`config.mk`:
```
export PLATFORM = sky130hd
export DESIGN_NAME = sweep_sequencer
export DESIGN_NICKNAME = d
export VERILOG_FILES = /design/src/rtl/sweep_sequencer_pkg.sv /design/src/rtl/sweep_step_table.sv /design/src/rtl/sweep_sequencer.sv
export SDC_FILE = /design/constraint.sdc
export NUM_CORES = 1
export LEC_CHECK = 0
export BUFFER_PORTS_ARGS = -buffer_cell sky130_fd_sc_hd__buf_2
export CAP_MARGIN = 25
export CORE_MARGIN = 3
export CORE_UTILIZATION = 30
export CTS_CLUSTER_DIAMETER = 150
export CTS_CLUSTER_SIZE = 20
export DETAILED_ROUTE_END_ITERATION = 12
export PLACE_DENSITY = 0.49
export SLEW_MARGIN = 20
export SYNTH_ARGS = -nofsm -noshare
export SYNTH_HDL_FRONTEND = slang
export SYNTH_SLANG_ARGS = --single-unit
export TNS_END_PERCENT = 5
```
`constraint.sdc`:
```
create_clock -name clock -period 11.96 [get_ports clock]
set_clock_uncertainty 0.2 [all_clocks]
set_input_delay 0.598 -clock clock [delete_from_list [all_inputs] [get_ports clock]]
set_output_delay 0.598 -clock clock [all_outputs]
set_load 0.01 [all_outputs]
```
`src/rtl/sweep_sequencer_pkg.sv`:
```
// Shared definitions for the RF-frontend sweep sequencer: FSM encoding,
// register offsets relative to BASE_ADDR, and the VCO lock timeout.
package sweep_sequencer_pkg;

    typedef enum logic [2:0] {
        ST_IDLE      = 3'd0,
        ST_LOAD      = 3'd1,
        ST_SETTLE    = 3'd2,
        ST_WAIT_LOCK = 3'd3,
        ST_DWELL     = 3'd4,
        ST_NEXT      = 3'd5
    } state_t;

    localparam logic [6:0] REG_CTRL   = 7'd0;
    localparam logic [6:0] REG_SETTLE = 7'd1;
    localparam logic [6:0] REG_DWELL  = 7'd2;
    localparam logic [6:0] REG_NSTEPS = 7'd3;
    localparam logic [6:0] REG_TABLE  = 7'd4;

    localparam logic [15:0] LOCK_TIMEOUT = 16'hFFFF;

    // Zero steps still runs one step; requests beyond the table depth are clamped.
    function automatic logic [3:0] clamp_nsteps(input logic [3:0] n, input logic [3:0] max_n);
        if (n == 4'd0)
            return 4'd1;
        else if (n > max_n)
            return max_n;
        else
            return n;
    endfunction

endpackage

```
`src/rtl/sweep_step_table.sv`:
```
// Step table: NSTEPS entries of 6-bit RF-frontend selects, written over the
// serial register bus, with one combinational read port indexed by step.
module sweep_step_table
    import sweep_sequencer_pkg::*;
#(
    parameter logic [6:0] BASE_ADDR = 7'd80,
    parameter int         NSTEPS    = 8
) (
    input  logic       clock,
    input  logic       reset,
    input  logic       wr_en,
    input  logic [6:0] wr_addr,
    input  logic [5:0] wr_data,
    input  logic [3:0] rd_idx,
    output logic [5:0] rd_data
);

    logic [5:0] sel_data [NSTEPS];

    generate
        for (genvar gi = 0; gi < NSTEPS; gi++) begin : g_entry
            localparam logic [6:0] ENTRY_ADDR = BASE_ADDR + REG_TABLE + 7'(gi);
            logic [5:0] entry_reg;

            always_ff @(posedge clock or posedge reset) begin
                if (reset)
                    entry_reg <= 6'd0;
                else if (wr_en && (wr_addr == ENTRY_ADDR))
                    entry_reg <= wr_data;
            end

            assign sel_data[gi] = (rd_idx == 4'(gi)) ? entry_reg : 6'd0;
        end
    endgenerate

    always_comb begin
        rd_data = 6'd0;
        for (int i = 0; i < NSTEPS; i++)
            rd_data = rd_data | sel_data[i];
    end

endmodule

```
`src/rtl/sweep_sequencer.sv`:
```
// Frequency sweep sequencer: steps the RF frontend through a table, settling
// and dwelling on each step. Define SWEEP_LOCK_WAIT_EN to wait for VCO lock.
module sweep_sequencer
    import sweep_sequencer_pkg::*;
#(
    parameter logic [6:0] BASE_ADDR = 7'd80,
    parameter int         NSTEPS    = 8
) (
    input  logic        clock,
    input  logic        reset,
    input  logic        serial_strobe,
    input  logic [6:0]  serial_addr,
    input  logic [31:0] serial_data,
    input  logic        hb_strobe,
    input  logic        vco_lock,
    output logic [5:0]  rfe_sel,
    output logic        capture_en,
    output logic [3:0]  step_idx,
    output logic        busy,
    output logic        seq_done,
    output logic        lock_err
);

    localparam logic [3:0] NSTEPS_MAX = (NSTEPS > 15) ? 4'd15 : 4'(NSTEPS);

    state_t      state_reg;
    logic [5:0]  rfe_sel_reg;
    logic        capture_en_reg;
    logic [3:0]  step_idx_reg;
    logic        seq_done_reg;
    logic [15:0] settle_cnt_reg;
    logic [15:0] dwell_cnt_reg;

    logic        continuous_reg;
    logic [15:0] settle_reg;
    logic [15:0] dwell_reg;
    logic [3:0]  nsteps_reg;

    logic [5:0]  table_data;
    logic        ctrl_hit;
    logic        start_wr;
    logic        abort_wr;
    logic [3:0]  last_step;
    logic [15:0] dwell_init;
    logic        unused_data_bits;

    assign ctrl_hit   = serial_strobe && (serial_addr == BASE_ADDR + REG_CTRL);
    assign start_wr   = ctrl_hit && serial_data[0];
    assign abort_wr   = ctrl_hit && serial_data[1];
    assign last_step  = clamp_nsteps(nsteps_reg, NSTEPS_MAX) - 4'd1;
    // Down-counter preload: the FSM leaves DWELL on the strobe seen at count 0.
    assign dwell_init = (dwell_reg == 16'd0) ? 16'd0 : dwell_reg - 16'd1;
    assign unused_data_bits = ^serial_data[31:16];

    always_ff @(posedge clock or posedge reset) begin
        if (reset) begin
            continuous_reg <= 1'b0;
            settle_reg     <= 16'd0;
            dwell_reg      <= 16'd0;
            nsteps_reg     <= 4'd0;
        end else if (serial_strobe) begin
            if (serial_addr == BASE_ADDR + REG_CTRL)
                continuous_reg <= serial_data[2];
            if (serial_addr == BASE_ADDR + REG_SETTLE)
                settle_reg <= serial_data[15:0];
            if (serial_addr == BASE_ADDR + REG_DWELL)
                dwell_reg <= serial_data[15:0];
            if (serial_addr == BASE_ADDR + REG_NSTEPS)
                nsteps_reg <= serial_data[3:0];
        end
    end

    sweep_step_table #(
        .BASE_ADDR (BASE_ADDR),
        .NSTEPS    (NSTEPS)
    ) u_step_table (
        .clock   (clock),
        .reset   (reset),
        .wr_en   (serial_strobe),
        .wr_addr (serial_addr),
        .wr_data (serial_data[5:0]),
        .rd_idx  (step_idx_reg),
        .rd_data (table_data)
    );

`ifdef SWEEP_LOCK_WAIT_EN
    logic        lock_meta_reg;
    logic        lock_sync_reg;
    logic        lock_err_reg;
    logic [15:0] lock_cnt_reg;

    always_ff @(posedge clock or posedge reset) begin
        if (reset) begin
            lock_meta_reg <= 1'b0;
            lock_sync_reg <= 1'b0;
        end else begin
            lock_meta_reg <= vco_lock;
            lock_sync_reg <= lock_meta_reg;
        end
    end

    assign lock_err = lock_err_reg;
`else
    logic unused_vco_lock;
    assign unused_vco_lock = vco_lock;
    assign lock_err        = 1'b0;
`endif

    always_ff @(posedge clock or posedge reset) begin
        if (reset) begin
            state_reg      <= ST_IDLE;
            rfe_sel_reg    <= 6'd0;
            capture_en_reg <= 1'b0;
            step_idx_reg   <= 4'd0;
            seq_done_reg   <= 1'b0;
            settle_cnt_reg <= 16'd0;
            dwell_cnt_reg  <= 16'd0;
`ifdef SWEEP_LOCK_WAIT_EN
            lock_err_reg   <= 1'b0;
            lock_cnt_reg   <= 16'd0;
`endif
        end else begin
            seq_done_reg <= 1'b0;
            // Abort overrides everything, including a start in the same write.
            if (abort_wr) begin
                state_reg      <= ST_IDLE;
                capture_en_reg <= 1'b0;
            end else begin
                case (state_reg)
                    ST_IDLE: begin
                        if (start_wr) begin
                            state_reg    <= ST_LOAD;
                            step_idx_reg <= 4'd0;
`ifdef SWEEP_LOCK_WAIT_EN
                            lock_err_reg <= 1'b0;
`endif
                        end
                    end
                    ST_LOAD: begin
                        rfe_sel_reg    <= table_data;
                        settle_cnt_reg <= settle_reg;
                        state_reg      <= ST_SETTLE;
                    end
                    ST_SETTLE: begin
                        if (settle_cnt_reg == 16'd0) begin
`ifdef SWEEP_LOCK_WAIT_EN
                            state_reg      <= ST_WAIT_LOCK;
                            lock_cnt_reg   <= 16'd0;
`else
                            state_reg      <= ST_DWELL;
                            capture_en_reg <= 1'b1;
                            dwell_cnt_reg  <= dwell_init;
`endif
                        end else begin
                            settle_cnt_reg <= settle_cnt_reg - 16'd1;
                        end
                    end
                    ST_WAIT_LOCK: begin
`ifdef SWEEP_LOCK_WAIT_EN
                        if (lock_sync_reg) begin
                            state_reg      <= ST_DWELL;
                            capture_en_reg <= 1'b1;
                            dwell_cnt_reg  <= dwell_init;
                        end else if (lock_cnt_reg == LOCK_TIMEOUT) begin
                            lock_err_reg <= 1'b1;
                            state_reg    <= ST_IDLE;
                        end else begin
                            lock_cnt_reg <= lock_cnt_reg + 16'd1;
                        end
`else
                        state_reg <= ST_IDLE;
`endif
                    end
                    ST_DWELL: begin
                        if (hb_strobe) begin
                            if (dwell_cnt_reg == 16'd0) begin
                                state_reg      <= ST_NEXT;
                                capture_en_reg <= 1'b0;
                            end else begin
                                dwell_cnt_reg <= dwell_cnt_reg - 16'd1;
                            end
                        end
                    end
                    ST_NEXT: begin
                        if (step_idx_reg == last_step) begin
                            if (continuous_reg) begin
                                step_idx_reg <= 4'd0;
                                state_reg    <= ST_LOAD;
                            end else begin
                                seq_done_reg <= 1'b1;
                                state_reg    <= ST_IDLE;
                            end
                        end else begin
                            step_idx_reg <= step_idx_reg + 4'd1;
                            state_reg    <= ST_LOAD;
                        end
                    end
                    default: state_reg <= ST_IDLE;
                endcase
            end
        end
    end

    assign rfe_sel    = rfe_sel_reg;
    assign capture_en = capture_en_reg;
    assign step_idx   = step_idx_reg;
    assign busy       = (state_reg != ST_IDLE);
    assign seq_done   = seq_done_reg;

endmodule

```
==> impl_metrics.yaml, run 1 <==
status:
  status: "complete, no violations"
critical_path:
  criticalPathCategory: "reg2reg"
  cp.depth: 9
  cp_cell_sequence: "inv_1 -> ha_1 -> nor3b_2 -> nand2_1 -> o31a_1 -> o21ai_1 -> inv_2 -> a21oi_1 -> a21oi_1"
  path_common_cell: "a21oi_1"
  regToRegStartpoint: "settle_cnt_reg[0]"
  r2r_cells: 9
  start_kind: "flip-flop"
  worstPathArrival_ns: 3.43
  cp-end-kind: "flip-flop"
  worst_path_max_delay_cell: "o21ai_1"
  cp_max_fo: 21
  crit_start: "settle_cnt_reg[0]"
  critical_path_buf_inv_count: 2
  worst_ep_required_time_ns: 12.05
  cpLargestDelayFamily: "compound AO/OA/AOI/OAI gates"
  crit_path_max_incr_delay_ns: 0.65
logic_synthesis:
  synthArstFlopShare: 1.00
  synth_nets: 687
  synthXorXnorAreaFrac: 0.0169
  syn_area_per_cell_um2: 10.6
  seq_area_frac_synth: 0.489
  ys_warn_count: 0
  syn_area_um2: 6750
  synth-seq-cells: 132
  ys.flop_type: "dfrtp_1"
  synth_cell_types: 66
  muxShareOfSynthArea: 0.145
  syn_inst: 635
  synth_top_family_by_area: "compound AO/OA/AOI/OAI gates"
  synthSimpleGateAreaFrac: 0.139
  synth_compound_area_frac: 0.162
  synth-edff-count: 0
  synth_fa_ha_area_frac: 0.0148
clock_network:
  holdBufCountCts: 0
  post_cts.repair.setup_buffers: 0
  clock_path_buffers: 2
  cts-resized-gates: 0
  htreeDepth: 4
  cts_made_buffers: 17
  cts_tree: "done"
  insertion_delay_ns: 0.42
  clk_pin_slew_worst_paths_ns: 0.07
  clockRootBuffer: "clkbuf_16"
  clock-sinks: 132
drt:
  vias_per_cell: 5.30
  first_pass_iters: 5
  detail_route.wirelength_um: 17400
  drt_iter0_drc: 248
  ant_nets: 0
  wl_per_cell_um: 18.2
  vias: 5070
  drc: 0
layout:
  fill_cells: 2189
  fin_nets: 715
  largest_register_ff_count: 48
  final_cell_mix: "dfrtp_1, mux2_2, nand2_1"
  areaGrowthSynthToFinish_pct: 15.3
  final-instance-count-excl-fill: 956
  mostFrequentLayoutCell: "dfrtp_1"
  multi_input_area_um2: 3230
  register_area_um2: 3300
  antenna_cells: 0
  layout-drive-gt1-share: 0.269
power_and_ir_drop:
  ir_drop_mv: 0.0931
  p_clk_frac: 0.307
  swShare: 0.386
  p_sw_uw: 654
  p_leak_uw: 0.00346
  p_int_uw: 1040
  powerDensity_nw_per_um2: 218
  power_frac_seq: 0.378
  comb_power_share: 0.315
global_route:
  grt_pass1_vias: 5176
  grt_antenna_before_repair: 1
  grt_pass1_wl_um: 28100
  grt_usage: 0.148
  grt_max_degree: 52
  overflow: 0
timing:
  hold_ws_ns: 0.0500
  report.final.slew_viol_count: 0
  finalHoldViolCount: 0
  final.min_clock_period_ns: 3.34
  slew_headroom: 0.351
  timing.fmax_mhz: 299
  rsz0062_at_grt: "no"
  setup_viol: 0
  layout_setup_ws_ns: 8.62
  worst_slew_pin_slew_ns: 0.971
  fin_tns_setup_ns: 0
  period_share: 0.279
die:
  die_y_um: 156
  ioPinCount: 58
  die_w_um: 156
  coreArea_um2: 22000
  initial_core_util: 0.307
  dieArea_um2: 24300
  rows: 54
hold_path:
  hp-class: "in2async"
place:
  gp_congestion: 0.801
  hpwl_um: 12000
  dp.cells: 924
  post-place-ws_ns: 8.61
  port_buffers: 39
job:
  drv_cap: 0
==> layout make-up <==
class	count	share of cell area
inverters	17	0.00852
clock inverters	15	0.0206
well taps	280	0.0450
flip-flops and latches	132	0.425
repair buffers	43	0.0315
clock buffers	17	0.0547
multi-input cells	452	0.415
==> Yosys cell counts, types with 7 or more instances <==
| cell type | count | share of area |
|---|---|---|
| a21oi_1 | 38 | 0.028 |
| a22o_1 | 9 | 0.012 |
| a22oi_1 | 22 | 0.024 |
| clkbuf_1 | 22 | 0.012 |
| dfrtp_1 | 132 | 0.49 |
| ha_1 | 8 | 0.015 |
| inv_1 | 16 | 0.0089 |
| mux2_2 | 87 | 0.15 |
| nand2_1 | 56 | 0.031 |
| nand3_1 | 8 | 0.0059 |
| nor2_1 | 29 | 0.016 |
| nor3_1 | 15 | 0.011 |
| nor4_1 | 11 | 0.010 |
| o21ai_0 | 44 | 0.033 |
| o21ai_1 | 7 | 0.0052 |
| o22ai_1 | 11 | 0.010 |
| o31ai_1 | 8 | 0.0089 |
| or3_1 | 10 | 0.0093 |
| xnor2_1 | 13 | 0.017 |
==> through the flow <==
step	utilization	cell area (µm²)	power, µW
after floorplan	-	6750	1030
final	0.354	7780	1690
after global placement	0.326	7170	1160
after CTS	0.354	7780	1710
after detailed placement	0.328	7190	1180
after global routing	0.354	7780	1810
==> kinds of logic after synthesis <==
group / after synthesis
other: 1
AO/OA/AOI/OAI: 170
AND/OR/NAND/NOR: 173
XOR/XNOR: 13
flip-flops: 132
multiplexers: 87
adder cells (fa/ha/maj): 8
buffers and inverters: 51
==> layer usage <==
layer,track usage,part of all wire
met3,0.0355,0.035
met1,0.194,0.47
met2,0.246,0.48
met4,0.0395,0.013
met5,0,0.00075
==> path summary, 6_finish.rpt <==
| kind | endpoint | slack (ns) |
|---|---|---|
| setup / recovery | settle_cnt_reg[12] | 8.62 |
| hold / removal | u_step_table.g_entry[4].entry_reg[3] | 0.05 |
| setup reg to reg | settle_cnt_reg[12] | 8.62 |
| hold reg to reg | rfe_sel[0] | 0.29 |
| max in group asynchronous | dwell_cnt_reg[3] | 10.29 |
| min in group clock | dwell_reg[9] | 0.22 |
==> power groups by stage <==
stage | clock, µW | combinational (µW) | sequential, µW
2_1_floorplan | 0 | 413 | 613
3_3_place_gp | 0 | 518 | 639
3_5_place_dp | 0 | 535 | 645
4_1_cts | 532 | 538 | 638
5_1_grt | 559 | 598 | 656
6_report | 519 | 534 | 640
Note: power is estimated with default switching activity, not from simulation.
==> run 2: changes to the inputs <==
- ABC_AREA: default -> 1
- clock period: 11.96 -> 3.35 ns (I/O delays scaled with it)
==> run 2 against run 1 <==
Clock power rose to 4.3 times the previous value. Sequential power rose to 3.3 times the previous value. Die area rose by 5.6%. Final cell count rose by 41%. Power rose to 3.9 times the previous value. Critical path depth rose by 2. Highest routed layer is now met4. Maximum frequency rose by 36%. Synthesized cell count rose by 54%. Non-clock buffer count rose by 18. Cell area rose by 9.2%. Critical endpoint is now step_idx[2].
==> impl_metrics.yaml, run 2 <==
status:
  status: "complete, no violations"
critical_path:
  start_kind: "flip-flop"
  crit_path_max_incr_delay_ns: 0.41
  worst_ep_required_time_ns: 3.51
  worst_path_max_delay_cell: "dfrtp_1"
  cp_cell_sequence: "o21ai_0 -> nand2_1 -> ha_1 -> xnor2_1 -> nor2_1 -> nand2_1 -> nor2_1 -> nand3_1 -> nand3_1 -> nand2_1 -> nand2_1"
  path_common_cell: "nand2_1"
  criticalPathCategory: "reg2reg"
  cp-end-kind: "flip-flop"
  cp_max_fo: 6
  worstPathArrival_ns: 2.61
logic_synthesis:
  synth_cell_types: 37
  ys_warn_count: 0
  syn_area_um2: 7140
  yosysTopAreaCell: "dfrtp_1"
  yosys-top-cells-count: "nand2_1, dfrtp_1, o21ai_0, inv_1, nor2_1"
  synth-seq-cells: 132
  synthArstFlopShare: 1.00
  synth-edff-count: 0
  syn_inst: 976
  ys.flop_type: "dfrtp_1"
  synthTopCellsByArea: "dfrtp_1, nand2_1, o21ai_0, inv_1, nand3_1"
  syn_area_per_cell_um2: 7.32
  synth_top_area_frac: 0.463
  yosysMostFrequentCell: "nand2_1"
  seq_area_frac_synth: 0.463
  synth_nets: 1028
clock_network:
  cts_tree: "done"
  cts_made_buffers: 17
  post_cts.repair.setup_buffers: 0
  htreeDepth: 4
  clock-sinks: 132
  insertion_delay_ns: 0.42
  clk_pin_slew_worst_paths_ns: 0.06
  clock_path_buffers: 2
  cts-resized-gates: 0
  clockRootBuffer: "clkbuf_16"
  holdBufCountCts: 14
die:
  rows: 55
  dieArea_um2: 25700
  die_y_um: 160
  die_w_um: 160
  coreArea_um2: 23000
  initial_core_util: 0.311
  ioPinCount: 58
timing:
  setup_viol: 0
  slew_headroom: 0.433
  report.final.slew_viol_count: 0
  finalHoldViolCount: 0
  timing.fmax_mhz: 407
  rsz0062_at_grt: "no"
  final.min_clock_period_ns: 2.46
  period_share: 0.734
  worst_slew_pin_slew_ns: 0.848
  fin_tns_setup_ns: 0
job:
  drv_cap: 0
drt:
  drc: 0
  vias_per_cell: 4.61
  wl_per_cell_um: 14.2
  wl_met2_um: 8290
  detail_route.wirelength_um: 19100
  drt_iter0_drc: 493
  wl_met3_um: 798
  vias: 6224
  ant_nets: 0
  first_pass_iters: 5
  wirelength_met1_um: 9870
  top_layer: "met4"
power_and_ir_drop:
  ir_drop_mv: 0.304
  p_leak_uw: 0.00415
  powerDensity_nw_per_um2: 773
layout:
  fin_util: 0.370
  areaGrowthSynthToFinish_pct: 18.9
  final_cell_mix: "nand2_1, dfrtp_1, o21ai_0"
  mostFrequentLayoutCell: "nand2_1"
  fill_cells: 2471
  largest_register_ff_count: 48
  layout-drive-gt1-share: 0.0917
  fin_nets: 1075
  antenna_cells: 0
global_route:
  grt_usage: 0.156
  grt_antenna_before_repair: 0
  overflow: 0
  grt_max_degree: 133
  grt_pass1_vias: 6067
  grt_pass1_wl_um: 32200
hold_path:
  hp-class: "in2reg"
place:
  gp_congestion: 0.814
  hpwl_um: 13100
  port_buffers: 39
-- run 2: power by group --
part / total [µW] / internal (µW) / switching (µW) / leakage (µW)
Clock: 2250 / 1510 / 736 / 0.000336
Combinational: 2190 / 735 / 1450 / 0.00204
Sequential: 2140 / 1890 / 241 / 0.00177
-- run 2: routing by layer --
layer,GRT usage,vias to the layer above
met1,0.226,2834
met5,0,-
met2,0.238,131
met3,0.0338,15
li1,-,3244
met4,0.0343,0
-- run 2: cells by family after synthesis --
kind of cell,after synthesis,synth area share
AND/OR/NAND/NOR,507,0.298
AO/OA/AOI/OAI,168,0.123
buffers and inverters,142,0.0797
flip-flops,132,0.463
XOR/XNOR,18,0.0221
adder cells (fa/ha/maj),8,0.0140
other,1,0.000525
-- run 2: through the flow --
step	hold WS (ns)	power, µW	instance area, µm²	setup slack [ns]	instances
after floorplan	0.0708	3820	7150	1.25	976
after global placement	0.266	4330	7640	0.909	1302
after detailed placement	0.257	4350	7650	0.906	1303
after CTS	0.00139	6640	8490	0.896	1349
after global routing	0.0424	7130	8490	0.511	1349
final	0.0377	6570	8490	0.891	1349
-- run 2: path summary, 6_finish.rpt --
kind | startpoint | to | slack [ns] | depth (start not counted)
setup / recovery | nsteps_reg[2] | step_idx[2] | 0.89 | 11
hold / removal | serial_addr[2] | continuous_reg | 0.04 | 4
setup reg to reg | nsteps_reg[2] | step_idx[2] | 0.89 | 11
hold reg to reg | rfe_sel[0] | rfe_sel[0] | 0.27 | 2
max in group asynchronous | reset | u_step_table.g_entry[4].entry_reg[1] | 2.08 | 4
min in group asynchronous | reset | step_idx[3] | 0.28 | 4
-- run 2: critical path: cells and delay by family (launching register included) --
kind                     cells  cell delay [ns]
flip-flops                   1             0.41
XOR/XNOR                     1             0.13
AO/OA/AOI/OAI                1             0.30
adder cells (fa/ha/maj)      1             0.32
AND/OR/NAND/NOR              8             1.06
-- run 2: layout make-up --
cell class / instances / area [µm²] / area share
Clock buffer: 19 / 453 / 0.0533
Clock inverter: 13 / 251 / 0.0296
Inverter: 109 / 417 / 0.0491
Multi-Input combinational cell: 702 / 3270 / 0.385
Sequential cell: 132 / 3300 / 0.389
Tap cell: 313 / 392 / 0.0461
Timing Repair Buffer: 61 / 408 / 0.0480
